`src/rtl/display_pkg.sv`:
```
`default_nettype none
// ============================================================================
// Module      : display_pkg
// Description : Shared constants and types for the seven-segment scan block.
//               Segment patterns are active-low, so an all-ones byte is a dark
//               digit.
// Revision    : 1.0 - initial release
// ============================================================================
package display_pkg;

    // All segments and the decimal point off.
    localparam logic [7:0] SEG_BLANK = 8'hFF;

    // Bit positions inside one 8-bit segment pattern.
    localparam int SEG_A  = 0;
    localparam int SEG_B  = 1;
    localparam int SEG_C  = 2;
    localparam int SEG_D  = 3;
    localparam int SEG_E  = 4;
    localparam int SEG_F  = 5;
    localparam int SEG_G  = 6;
    localparam int SEG_DP = 7;

    // Phase inside one digit slot: GUARD keeps every digit dark so the
    // previous digit's charge cannot bleed into the next (ghosting).
    typedef enum logic [0:0] {
        GUARD = 1'b0,
        DRIVE = 1'b1
    } slot_phase_e;

endpackage
`default_nettype wire

```
`src/rtl/scan_timebase.sv`:
```
`default_nettype none
// ============================================================================
// Module      : scan_timebase
// Description : Refresh timebase for the digit scan. A cycle counter runs
//               0..CLK_DIV-1 per slot and a slot index rotates over the
//               digits. Both freeze while en_i is low.
// Ports       : clk, rst_n  - clock, asynchronous active-low reset
//               en_i        - advance the timebase
//               sel_o       - current slot index
//               wrap_o      - last cycle of the last slot (qualified by en_i)
//               phase_o     - GUARD for the first BLANK_CYCLES of a slot
// Revision    : 1.0 - initial release
// ============================================================================
module scan_timebase
    import display_pkg::*;
#(
    parameter int NUM_DIGITS   = 4,
    parameter int CLK_DIV      = 100000,
    parameter int BLANK_CYCLES = 2,
    parameter int SEL_W        = $clog2(NUM_DIGITS),
    parameter int CNT_W        = $clog2(CLK_DIV)
) (
    input  logic             clk,
    input  logic             rst_n,
    input  logic             en_i,
    output logic [SEL_W-1:0] sel_o,
    output logic             wrap_o,
    output slot_phase_e      phase_o
);

    localparam logic [CNT_W-1:0] C_CNT_LAST = CNT_W'(CLK_DIV - 1);
    localparam logic [SEL_W-1:0] C_SEL_LAST = SEL_W'(NUM_DIGITS - 1);
    localparam logic [CNT_W-1:0] C_BLANK    = CNT_W'(BLANK_CYCLES);

    logic [CNT_W-1:0] r_cnt;
    logic [SEL_W-1:0] r_sel;
    logic             w_slot_end;

    assign w_slot_end = (r_cnt == C_CNT_LAST);

    always_ff @(posedge clk or negedge rst_n) begin
        if (!rst_n) begin
            r_cnt <= '0;
            r_sel <= '0;
        end else if (en_i) begin
            if (w_slot_end) begin
                r_cnt <= '0;
                // Explicit wrap: NUM_DIGITS need not be a power of two.
                r_sel <= (r_sel == C_SEL_LAST) ? '0 : r_sel + SEL_W'(1);
            end else begin
                r_cnt <= r_cnt + CNT_W'(1);
            end
        end
    end

    assign sel_o   = r_sel;
    // A frozen timebase never wraps, so frame and buffer swap stall with it.
    assign wrap_o  = en_i && w_slot_end && (r_sel == C_SEL_LAST);
    assign phase_o = (r_cnt < C_BLANK) ? GUARD : DRIVE;

endmodule
`default_nettype wire

```
`src/rtl/display_scan_ctrl.sv`:
```
`default_nettype none
// ============================================================================
// Module      : display_scan_ctrl
// Description : Multiplexed seven-segment scan controller with per-digit
//               blanking, guard cycles between digits and a double-buffered
//               frame so a displayed frame never mixes old and new data.
// Ports       : clk, rst_n     - clock, asynchronous active-low reset
//               en_i           - scan enable (low: freeze and blank)
//               seg_data_i     - 8 bits per digit, digit k at [8k+7:8k]
//               load_i         - adopt seg_data_i as the next frame
//               digit_en_i     - per-digit show (1) / blank (0)
//               an_o           - active-low digit enables, at most one low
//               seg_o          - active-low segments, bit 7 = dp
//               sel_o          - current slot index
//               frame_o        - pulse after each frame wrap
//               load_ack_o     - pulse when new data reaches the shadow
// Revision    : 1.0 - initial release
// ============================================================================
module display_scan_ctrl
    import display_pkg::*;
#(
    parameter int NUM_DIGITS   = 4,
    parameter int SEL_W        = $clog2(NUM_DIGITS),
    parameter int CLK_DIV      = 100000,
    parameter int BLANK_CYCLES = 2
) (
    input  logic                    clk,
    input  logic                    rst_n,
    input  logic                    en_i,
    input  logic [NUM_DIGITS*8-1:0] seg_data_i,
    input  logic                    load_i,
    input  logic [NUM_DIGITS-1:0]   digit_en_i,
    output logic [NUM_DIGITS-1:0]   an_o,
    output logic [7:0]              seg_o,
    output logic [SEL_W-1:0]        sel_o,
    output logic                    frame_o,
    output logic                    load_ack_o
);

    logic [SEL_W-1:0]        w_sel;
    logic                    w_wrap;
    slot_phase_e             w_phase;

    logic [NUM_DIGITS*8-1:0] r_staging;
    logic [NUM_DIGITS*8-1:0] r_shadow;
    logic                    r_pending;

    logic [7:0]              w_shadow_digit [NUM_DIGITS];
    logic                    w_digit_on;
    logic [NUM_DIGITS-1:0]   w_an_next;
    logic [7:0]              w_seg_next;

    scan_timebase #(
        .NUM_DIGITS   (NUM_DIGITS),
        .CLK_DIV      (CLK_DIV),
        .BLANK_CYCLES (BLANK_CYCLES),
        .SEL_W        (SEL_W)
    ) u_timebase (
        .clk     (clk),
        .rst_n   (rst_n),
        .en_i    (en_i),
        .sel_o   (w_sel),
        .wrap_o  (w_wrap),
        .phase_o (w_phase)
    );

    generate
        for (genvar k = 0; k < NUM_DIGITS; k++) begin : g_digit_unpack
            assign w_shadow_digit[k] = r_shadow[8*k +: 8];
        end
    endgenerate

    // A digit lights only in the DRIVE phase of its own, enabled slot.
    assign w_digit_on = en_i && (w_phase == DRIVE) && digit_en_i[w_sel];

    always_comb begin
        w_an_next  = '1;
        w_seg_next = SEG_BLANK;
        if (w_digit_on) begin
            w_an_next[w_sel] = 1'b0;
            w_seg_next       = w_shadow_digit[w_sel];
        end
    end

    // Double buffer: staging takes every load, the shadow only moves on a
    // frame wrap. A load in the wrap cycle itself bypasses staging so it is
    // not deferred by a whole frame.
    always_ff @(posedge clk or negedge rst_n) begin
        if (!rst_n) begin
            r_staging  <= '1;
            r_shadow   <= '1;
            r_pending  <= 1'b0;
            load_ack_o <= 1'b0;
        end else begin
            if (load_i) begin
                r_staging <= seg_data_i;
            end
            if (w_wrap) begin
                if (load_i) begin
                    r_shadow <= seg_data_i;
                end else if (r_pending) begin
                    r_shadow <= r_staging;
                end
                r_pending <= 1'b0;
            end else if (load_i) begin
                r_pending <= 1'b1;
            end
            load_ack_o <= w_wrap && (load_i || r_pending);
        end
    end

    // Registered pin drivers; they trail the timebase state by one cycle.
    always_ff @(posedge clk or negedge rst_n) begin
        if (!rst_n) begin
            an_o    <= '1;
            seg_o   <= SEG_BLANK;
            sel_o   <= '0;
            frame_o <= 1'b0;
        end else begin
            an_o    <= w_an_next;
            seg_o   <= w_seg_next;
            sel_o   <= w_sel;
            frame_o <= w_wrap;
        end
    end

endmodule
`default_nettype wire

```
`config.mk`:
```
export PLATFORM = sky130hd
export DESIGN_NAME = display_scan_ctrl
export DESIGN_NICKNAME = d
export VERILOG_FILES = /design/src/rtl/display_pkg.sv /design/src/rtl/scan_timebase.sv /design/src/rtl/display_scan_ctrl.sv
export SDC_FILE = /design/constraint.sdc
export NUM_CORES = 1
export LEC_CHECK = 0
export BUFFER_PORTS_ARGS = -buffer_cell sky130_fd_sc_hd__buf_4
export CAP_MARGIN = 15
export CORE_MARGIN = 1
export CORE_UTILIZATION = 25
export CTS_BUF_LIST = sky130_fd_sc_hd__clkbuf_8
export DETAILED_ROUTE_END_ITERATION = 12
export PLACE_DENSITY_LB_ADDON = 0.1
export SKIP_LAST_GASP = 1
export SLEW_MARGIN = 20
export SYNTH_ARGS = -nofsm -noshare
export SYNTH_HDL_FRONTEND = slang
export SYNTH_HIERARCHICAL = 1
export SYNTH_SLANG_ARGS = --single-unit
```
`constraint.sdc`:
```
create_clock -name clk -period 3.1 [get_ports clk]
set_input_delay 0.465 -clock clk [delete_from_list [all_inputs] [get_ports clk]]
set_output_delay 0.465 -clock clk [all_outputs]
set_load 0.01 [all_outputs]
```
# Word level (Yosys, flattened, before mapping)
# Cells that the tools add are included.
[totals] output_inout_bits=16 input_bits=40 ff_bits=100
[classes] bitwise_logic=2 n_reduce_logical=11 n_mux=16 addsub=2 n_lt_le_gt_ge=4 eq_ne=2
[ops] operator="$mux 32" count=2
[ops] operator="$mux 8" count=3
[ops] operator="$add 17x1->17 const B" count=1
[ops] operator="$eq 17x17->1 const B" count=1
[ops] operator="$lt 17x2->1 const B" count=1
[ops] operator="$mux 17" count=1
[ops] operator="$bmux 8 s2" count=1
[ops] operator="$logic_and 1x1->1" count=6
[ops] operator="$mux 1" count=5
[ops] operator="$mux 4" count=1
[ops] operator="$not 4->4" count=1
[ops] operator="$reduce_and 2->1" count=2
[ops] operator="$reduce_bool 2->1" count=2
[ops] operator="$ge 3x3->1 const B" count=1
[ops] operator="$lt 2x3->1 const B" count=1
[ops] operator="$not 2->3" count=1
[ops] operator="$add 2x1->2 const B" count=1
[ops] operator="$bmux 1 s2" count=1
[ops] operator="$demux 1 s2" count=1
[ops] operator="$eq 2x2->1 const B" count=1
[ops] operator="$ge 2x1->1 const B" count=1
[ops] operator="$mux 2" count=1
[ops] operator="$logic_or 1x1->1" count=1

# Depth between registers and ports, before layout
# Gate-level depths: netlist of the first run.
[depth] ltp_word=6 mapped_depth=9

# Cells and area by module
# The synthesis of the first run kept the hierarchy.
[by_module_without_submodules] mod="display_scan_ctrl" cells_each=184 instances=1 seq_area_each_um2=2122.0 area_per_inst_um2=3407.0
[by_module_without_submodules] mod="scan_timebase" cells_each=90 instances=1 seq_area_each_um2=475.5 area_per_inst_um2=968.4

# Worst setup path before layout of the first run
# No wires, ideal clock.
[synth_path] kind="register to register" start="register u_timebase.r_cnt[0]" end="register r_shadow[30]" synth_period_minus_slack_ps=2013 slack_ps=1087 stages_incl_launch_ff=10 required_ps=3015 setup_time_ps=85 path_buffers=2 arrival_ps=1929 path_cell_list="dfrtp_1 > ha_1 > and4_1 > clkbuf_2 > nand2_1 > nor2_4 > and2_1 > o21ai_4 > buf_6 > mux2_1"
[synth_via] elab_chain_len=4
[synth_rtl] item="start, declared" line_no="scan_timebase.sv:35" text="logic [CNT_W-1:0] r_cnt;"
[synth_rtl] item="start signal, assigned" line_no="scan_timebase.sv:51" text="r_cnt <= r_cnt + CNT_W'(1);"
[synth_rtl] item="$eq 17x17->1" line_no="scan_timebase.sv:39" text="assign w_slot_end = (r_cnt == C_CNT_LAST);"
[synth_rtl] item="$logic_and 1x1->1 (2 in a row)" line_no="scan_timebase.sv:58" text="assign wrap_o = en_i && w_slot_end && (r_sel == C_SEL_LAST);"
[synth_rtl] item="via w_wrap" line_no="display_scan_ctrl.sv:41" text="logic w_wrap;"
[synth_rtl] item="$reduce_and 2->1 (no line)"
[synth_rtl] item="end signal, assigned" line_no="display_scan_ctrl.sv:100" text="r_shadow <= seg_data_i;"
[synth_rtl] item="end signal, assigned" line_no="display_scan_ctrl.sv:102" text="r_shadow <= r_staging;"
[synth_rtl] item="end, declared" line_no="display_scan_ctrl.sv:45" text="logic [NUM_DIGITS*8-1:0] r_shadow;"
# The timed path passes the listed nets, and every way through them passes these cells.
# A chain may end at the register's enable or synchronous reset.

# Final worst setup path of the first run
[layout_path] start="register u_timebase.r_cnt[0]" end="register r_shadow[24]"
# The elaborated chain is that of the path after synthesis.

==> summary.txt, run 1 <==
Finish
  – Final #Nets: 378
  – Final std cells w/o fill: 566
  – Syn-to-layout area delta: 19.0%
  – Filler cells: 1756
  – Antenna fix cells: 0
  – Share of layout cells above drive strength 1: 67.4%

Power
  – Lkg Pwr: 2.26 nW
  – PD cells: 504 mW/mm2
  – Power Total: 2.62 mW
  – Peak supply drop: 171 uV

Timing
  – Final Worst Setup Slack: 795 ps
  – Final Slew Violations: 0
  – Setup Skew: 3.14 ps
  – Setup violators final: 0
  – Hold_ws: 56.2 ps
  – Final min period: 2300 ps
  – Total negative slack: 0 ps
  – RSZ-0062 raised after global routing: false
  – Final Cycle Share: 74.4%
  – F_max: 0.434 GHz
  – Worst slew pin tran: 628 ps
  – Slew HR: 58.1%
  – Hold Vio Cnt, Final: 0

Setup path
  – Reg2reg start: u_timebase/r_cnt[0]
  – Reg2Reg Depth: 8
  – Delay of the slowest cell on the worst path: 390 ps
  – CP required: 3400 ps
  – CP Capture Type: flip-flop
  – Worst-path fanout max: 23
  – CP Data Arrival Time: 2610 ps
  – Reg2Reg Setup Slack: 800 ps
  – Slowest cell on crit path: dfrtp_1
  – Critical Path, Cell by Cell: ha_1, and4_1, nand2_1, nor2_4, and2_1, o21ai_4, buf_16, mux2_2
  – WS Path Type: reg -> reg
  – Worst r2r dst: r_shadow[24]
  – CP Launch Type: flip-flop

CTS
  – Cts bufs inserted: 9
  – Hold-fix buffers at CTS: 0
  – CTS sink count: 100
  – Clk root buf: clkbuf_8
  – Cts repair resizes: 0
  – Post-CTS Setup Bufs: 0
  – Clk buf depth: 2
  – Htree depth: 3
  – Worst-skew pair later-pin latency: 370 ps
  – CTS tree: yes
  – Clk slew on worst S/H paths: 90 ps

Synthesis
  – Synth area leader: dfstp_2
  – Primary FF master, synth: dfstp_2
  – Register area share after synthesis: 59.4%
  – Post-synth EDFFs: 0
  – Netlist Area Pre-Place: 0.00438 mm2
  – Ys Warns: 6
  – Synth area leaders: dfstp_2 (46%), dfrtp_1 (14%), mux2_4 (11%), mux2_2 (9.0%), mux4_2 (4.1%)
  – Synthesis-stage register bit count: 100
  – Yosys top cell area share: 45.6%
  – Mapped Cells: 274
  – Synth Net Count: 316
  – Synth unique cells: 38
  – Mapped Avg Cell Area: 16.0 um2
  – Fraction of registers with async set/reset: 100%

Drt
  – Antenna Violating Nets Remaining: 0
  – Final WL: 8.57 mm
  – Average vias per placed instance: 4.11
  – DRC errors left: 0
  – Wire per inst: 15.1 um
  – DRT Pass-1 Iters: 4
  – DR vias: 2325
  – DR iter-0 viols: 80

Global route
  – Pin count of the biggest net entering global routing: 43
  – GR Overflow Total: 0
  – Initial antenna violation count: 0
  – Vias in the first global route: 2483
  – Total Routing Usage GR: 10.5%
  – Global-route wire length before repair: 13.9 mm

Die
  – Die Height: 134 um
  – Row count: 48
  – Core footprint: 0.0172 mm2
  – Chip width: 134 um
  – Initial Utilization: 25.5%
  – Die ar.: 0.0180 mm2
  – I/O Pins: 56

Placed design
  – Final GP Congestion: 0.822
  – Final HPWL DP: 5.67 mm
  – Number of port buffers: 55
  – Inst Count DP: 549
  – Dpl ws: 707 ps

Outcome
  – Status: finished, final reports clean

Run
  – MaxCap Viol Count: 0

Worst hold path
  – Worst Hold Class: in -> async
[worst max path at each step]
stage,slack [ps],cells past startpoint,endpoint,from
final,800,8,r_shadow[24],u_timebase/r_cnt[0]
after global routing,580,8,r_shadow[2],u_timebase/r_cnt[0]
after CTS,690,6,r_shadow[30],u_timebase/r_cnt[12]
after detailed placement,710,7,r_shadow[30],en_i
after global placement,730,7,r_shadow[30],en_i
after floorplan,1090,9,r_shadow[30],u_timebase/r_cnt[0]
[power by group]
part           switching [mW]  leakage (nW)  internal (mW)
sequential             0.0593          1.11           1.44
clock                   0.441         0.111          0.384
combinational           0.142          1.04          0.162
[flip-flops by register name (all words and copies together), names as in the netlist]
register          cells
an_o                  4
frame_o               1
load_ack_o            1
r_pending             1
r_shadow             32
r_staging            32
seg_o                 8
sel_o                 2
u_timebase/r_cnt     17
u_timebase/sel_o      2
[Yosys cell counts, types with 2 or more instances]
cell      n
a21oi_1   2
and2_1    3
and3_1    2
and4_1    2
buf_12    3
buf_6     5
dfrtp_1  24
dfstp_2  76
ha_1      2
inv_1     3
mux2_2   35
mux2_4   31
mux2i_1   2
mux4_2    8
nand2_1   6
nand3_1   8
nand4_1   7
nor2_1   11
nor3_1    3
o21ai_0   3
or2_1     8
or3_1     3
xnor2_1   4
xor2_1    9
[cell type report]
| type | instances | area [um2] | area share [%] |
|---|---|---|---|
| clock buffers | 10 | 138 | 2.64 |
| clock inverters | 6 | 50.0 | 0.961 |
| inverters | 3 | 11.3 | 0.216 |
| multi-input cells | 161 | 1640 | 31.5 |
| flip-flops and latches | 100 | 2600 | 49.9 |
| well taps | 225 | 282 | 5.40 |
| repair buffers | 61 | 490 | 9.42 |
[worst max-delay path, delay by kind of cell (launching register included)]
| family | cells | cell delay (ps) |
|---|---|---|
| buffers and inverters | 1 | 210 |
| multiplexers | 1 | 280 |
| adder cells (fa/ha/maj) | 1 | 200 |
| flip-flops | 1 | 390 |
| AND/OR/NAND/NOR | 4 | 970 |
| AO/OA/AOI/OAI | 1 | 170 |
[per-layer routing]
metal | GRT usage [%] | vias to the layer above | wire [um] | share of wire (%)
met2 | 15.6 | 40 | 3940 | 46
met3 | 2.23 | 13 | 272 | 3.2
met1 | 13.9 | 1179 | 4160 | 49
met5 | 0 | - | 0 | 0
li1 | - | 1093 | - | -
met4 | 6.24 | 0 | 202 | 2.4
[cell families after synthesis]
kind of cell	Yosys count	synth area share [%]
DFF	100	59.4
muxes	77	24.5
and+or+nand+nor	61	8.41
xor gates and xnor gates	13	2.60
buffers and inverters	13	3.15
AOI/OAI and AO/OA	8	1.43
adders and majority gates	2	0.572
[through the flow]
stage,util [%],area [um2]
detailed placement,29.1,4990
floorplan,-,4380
CTS,30.2,5180
global route,30.3,5210
finish,30.3,5210
global placement,29.1,4990
[cells in the final DEF, fill, tap and decap left out, types with 6 or more instances in the layout]
| master | instances |
|---|---|
| mux2_2 | 35 |
| dfrtp_1 | 24 |
| mux2_4 | 31 |
| inv_1 | 7 |
| xor2_1 | 9 |
| dfstp_2 | 76 |
| buf_4 | 59 |
| nand4_1 | 7 |
| mux4_2 | 8 |
| clkbuf_8 | 10 |
| or2_1 | 8 |
| nand2_1 | 6 |
| nand3_1 | 8 |
| nor2_1 | 11 |
Note: power is estimated with default switching activity, not from simulation.
==> inputs of run 2 (changes only) <==
- clock period: 3.1 -> 2.1 ns (I/O delays scaled with it)
==> run 2 against run 1 <==
Combinational power up 60%. Sequential power up 48%. Die area unchanged. Sequential share of layout area down 1.8 points. Worst hold slack better by 49 ps. Setup slack worse by 700 ps. Largest power group unchanged.
==> summary.txt, run 2 (synthesis gave the netlist of run 1 again) <==
Finish
  – Syn-to-layout area delta: 23.5% (was 19.0%)
  – Most common cell after layout, fill and taps aside: dfstp_2 (unchanged)
  – Final std cells w/o fill: 582 (was 566)
  – Filler cells: 1761 (was 1756)
  – Final #Nets: 394 (was 378)
  – Share of layout cells above drive strength 1: 70.6% (was 67.4%)
  – Antenna fix cells: 0 (unchanged)
  – Top Registers: r_shadow: 32 flops, r_staging: 32 flops, u_timebase/r_cnt: 17 flops (unchanged)
  – Most frequent cells in the layout: dfstp_2 (76), buf_4 (70), mux2_2 (35) (was dfstp_2 (76), buf_4 (59), mux2_2 (35))

Power
  – Lkg Pwr: 2.36 nW (was 2.26 nW)
  – PD cells: 739 mW/mm2 (was 504 mW/mm2)
  – Peak supply drop: 424 uV (was 171 uV)

Timing
  – Final Cycle Share: 95.2% (was 74.4%)
  – Hold Vio Cnt, Final: 0 (unchanged)
  – Final min period: 2000 ps (was 2300 ps)
  – Setup violators final: 0 (unchanged)
  – F_max: 0.500 GHz (was 0.434 GHz)
  – Final Slew Violations: 0 (unchanged)
  – Total negative slack: 0 ps (unchanged)
  – Setup Skew: 15.3 ps (was 3.14 ps)
  – Worst slew pin tran: 520 ps (was 628 ps)
  – Slew HR: 65.3% (was 58.1%)
  – RSZ-0062 raised after global routing: false (unchanged)

Setup path
  – CP Capture Type: flip-flop (unchanged)
  – WS Path Type: reg -> reg (unchanged)
  – Slowest cell on crit path: dfrtp_1 (unchanged)
  – Critical Path, Cell by Cell: ha_1, and4_1, nand2_1, nor2_4, and2_2, o21ai_4, clkbuf_16, mux2_2 (was ha_1, and4_1, nand2_1, nor2_4, and2_1, o21ai_4, buf_16, mux2_2)
  – CP Launch Type: flip-flop (unchanged)
  – Worst-path fanout max: 8 (was 23)
  – CP Data Arrival Time: 2320 ps (was 2610 ps)
  – Delay of the slowest cell on the worst path: 410 ps (was 390 ps)
  – CP bufs+invs: 1 (unchanged)
  – CP required: 2420 ps (was 3400 ps)
  – Top delay family on crit path: simple AND/OR/NAND/NOR gates (unchanged)

Die
  – Core footprint: 0.0172 mm2 (unchanged)
  – Row count: 48 (unchanged)
  – Initial Utilization: 25.5% (unchanged)
  – Die Height: 134 um (unchanged)
  – I/O Pins: 56 (unchanged)
  – Chip width: 134 um (unchanged)
  – Die ar.: 0.0180 mm2 (unchanged)

Placed design
  – Final HPWL DP: 5.94 mm (was 5.67 mm)
  – Number of port buffers: 55 (unchanged)
  – Inst Count DP: 559 (was 549)
  – Final GP Congestion: 0.691 (was 0.822)

Worst hold path
  – Worst Hold Class: in -> reg (was in -> async)

Drt
  – DR iter-0 viols: 83 (was 80)
  – Antenna Violating Nets Remaining: 0 (unchanged)
  – DR vias: 2416 (was 2325)
  – DRC errors left: 0 (unchanged)
  – Final WL: 9.02 mm (was 8.57 mm)
  – Wire per inst: 15.5 um (was 15.1 um)
  – DRT Pass-1 Iters: 4 (unchanged)
  – Average vias per placed instance: 4.15 (was 4.11)

Global route
  – GR Overflow Total: 0 (unchanged)
  – Initial antenna violation count: 0 (unchanged)
  – Total Routing Usage GR: 10.9% (was 10.5%)
  – Pin count of the biggest net entering global routing: 46 (was 43)
  – Global-route wire length before repair: 14.6 mm (was 13.9 mm)
  – Vias in the first global route: 2609 (was 2483)

CTS
  – Worst-skew pair later-pin latency: 380 ps (was 370 ps)
  – Clk root buf: clkbuf_8 (unchanged)
  – Htree depth: 3 (unchanged)
  – CTS sink count: 100 (unchanged)
  – CTS tree: yes (unchanged)
  – Clk buf depth: 2 (unchanged)
  – Cts bufs inserted: 9 (unchanged)
  – Clk slew on worst S/H paths: 110 ps (was 90 ps)

Outcome
  – Status: finished, final reports clean (unchanged)

Run
  – MaxCap Viol Count: 0 (unchanged)
## run 2: metal layers
layer / part of all wire [%] / up-vias / track usage [%]
met1: 46 / 1247 / 13.9
met4: 1.3 / 0 / 3.75
met5: 0 / - / 0
met3: 3.7 / 8 / 3.67
met2: 49 / 31 / 17.2
li1: - / 1130 / -
## run 2: where the power goes
part	internal [mW]	total [mW]	switching [mW]
clock	0.570	1.30	0.728
combinational	0.268	0.488	0.221
sequential	2.12	2.21	0.0873
## run 2: worst paths after layout
check | start | end | slack (ps) | cells past startpoint
max | u_timebase/r_cnt[1] | r_shadow[5] | 100 | 8
min | digit_en_i[2] | an_o[2] | 110 | 2
max reg2reg | u_timebase/r_cnt[1] | r_shadow[5] | 100 | 8
min reg2reg | u_timebase/r_cnt[2] | u_timebase/r_cnt[2] | 550 | 1
max in group asynchronous | rst_n | r_shadow[6] | 910 | 3
min in group asynchronous | rst_n | u_timebase/r_cnt[15] | 460 | 2
## run 2: timing repair
item,in CTS,in global routing
hold buffers,1,0
endpoints found under the hold margin,13,0
resized for setup,0,3
buffers inserted,0,5
setup endpoints to repair,0,34
## run 2: area by class of cell
cell class	instances	area (um2)	area share (%)
clock buffers	9	124	2.29
clock inverters	7	80.1	1.48
inverters	3	11.3	0.208
multi-input cells	161	1650	30.5
flip-flops and latches	100	2600	48.1
well taps	225	282	5.21
repair buffers	77	661	12.2
## run 2: per-stage QoR
step	hold slack (ps)	instance area [um2]	setup slack (ps)	total power, mW	utilization (%)
after detailed placement	345	5120	40.6	2.72	29.8
final	106	5400	99.9	3.99	31.5
after CTS	72.0	5330	20.4	4.07	31.0
after global routing	90.9	5400	1.10	4.23	31.5
after floorplan	19.4	4380	86.7	2.49	-
after global placement	345	5120	64.2	2.72	29.8
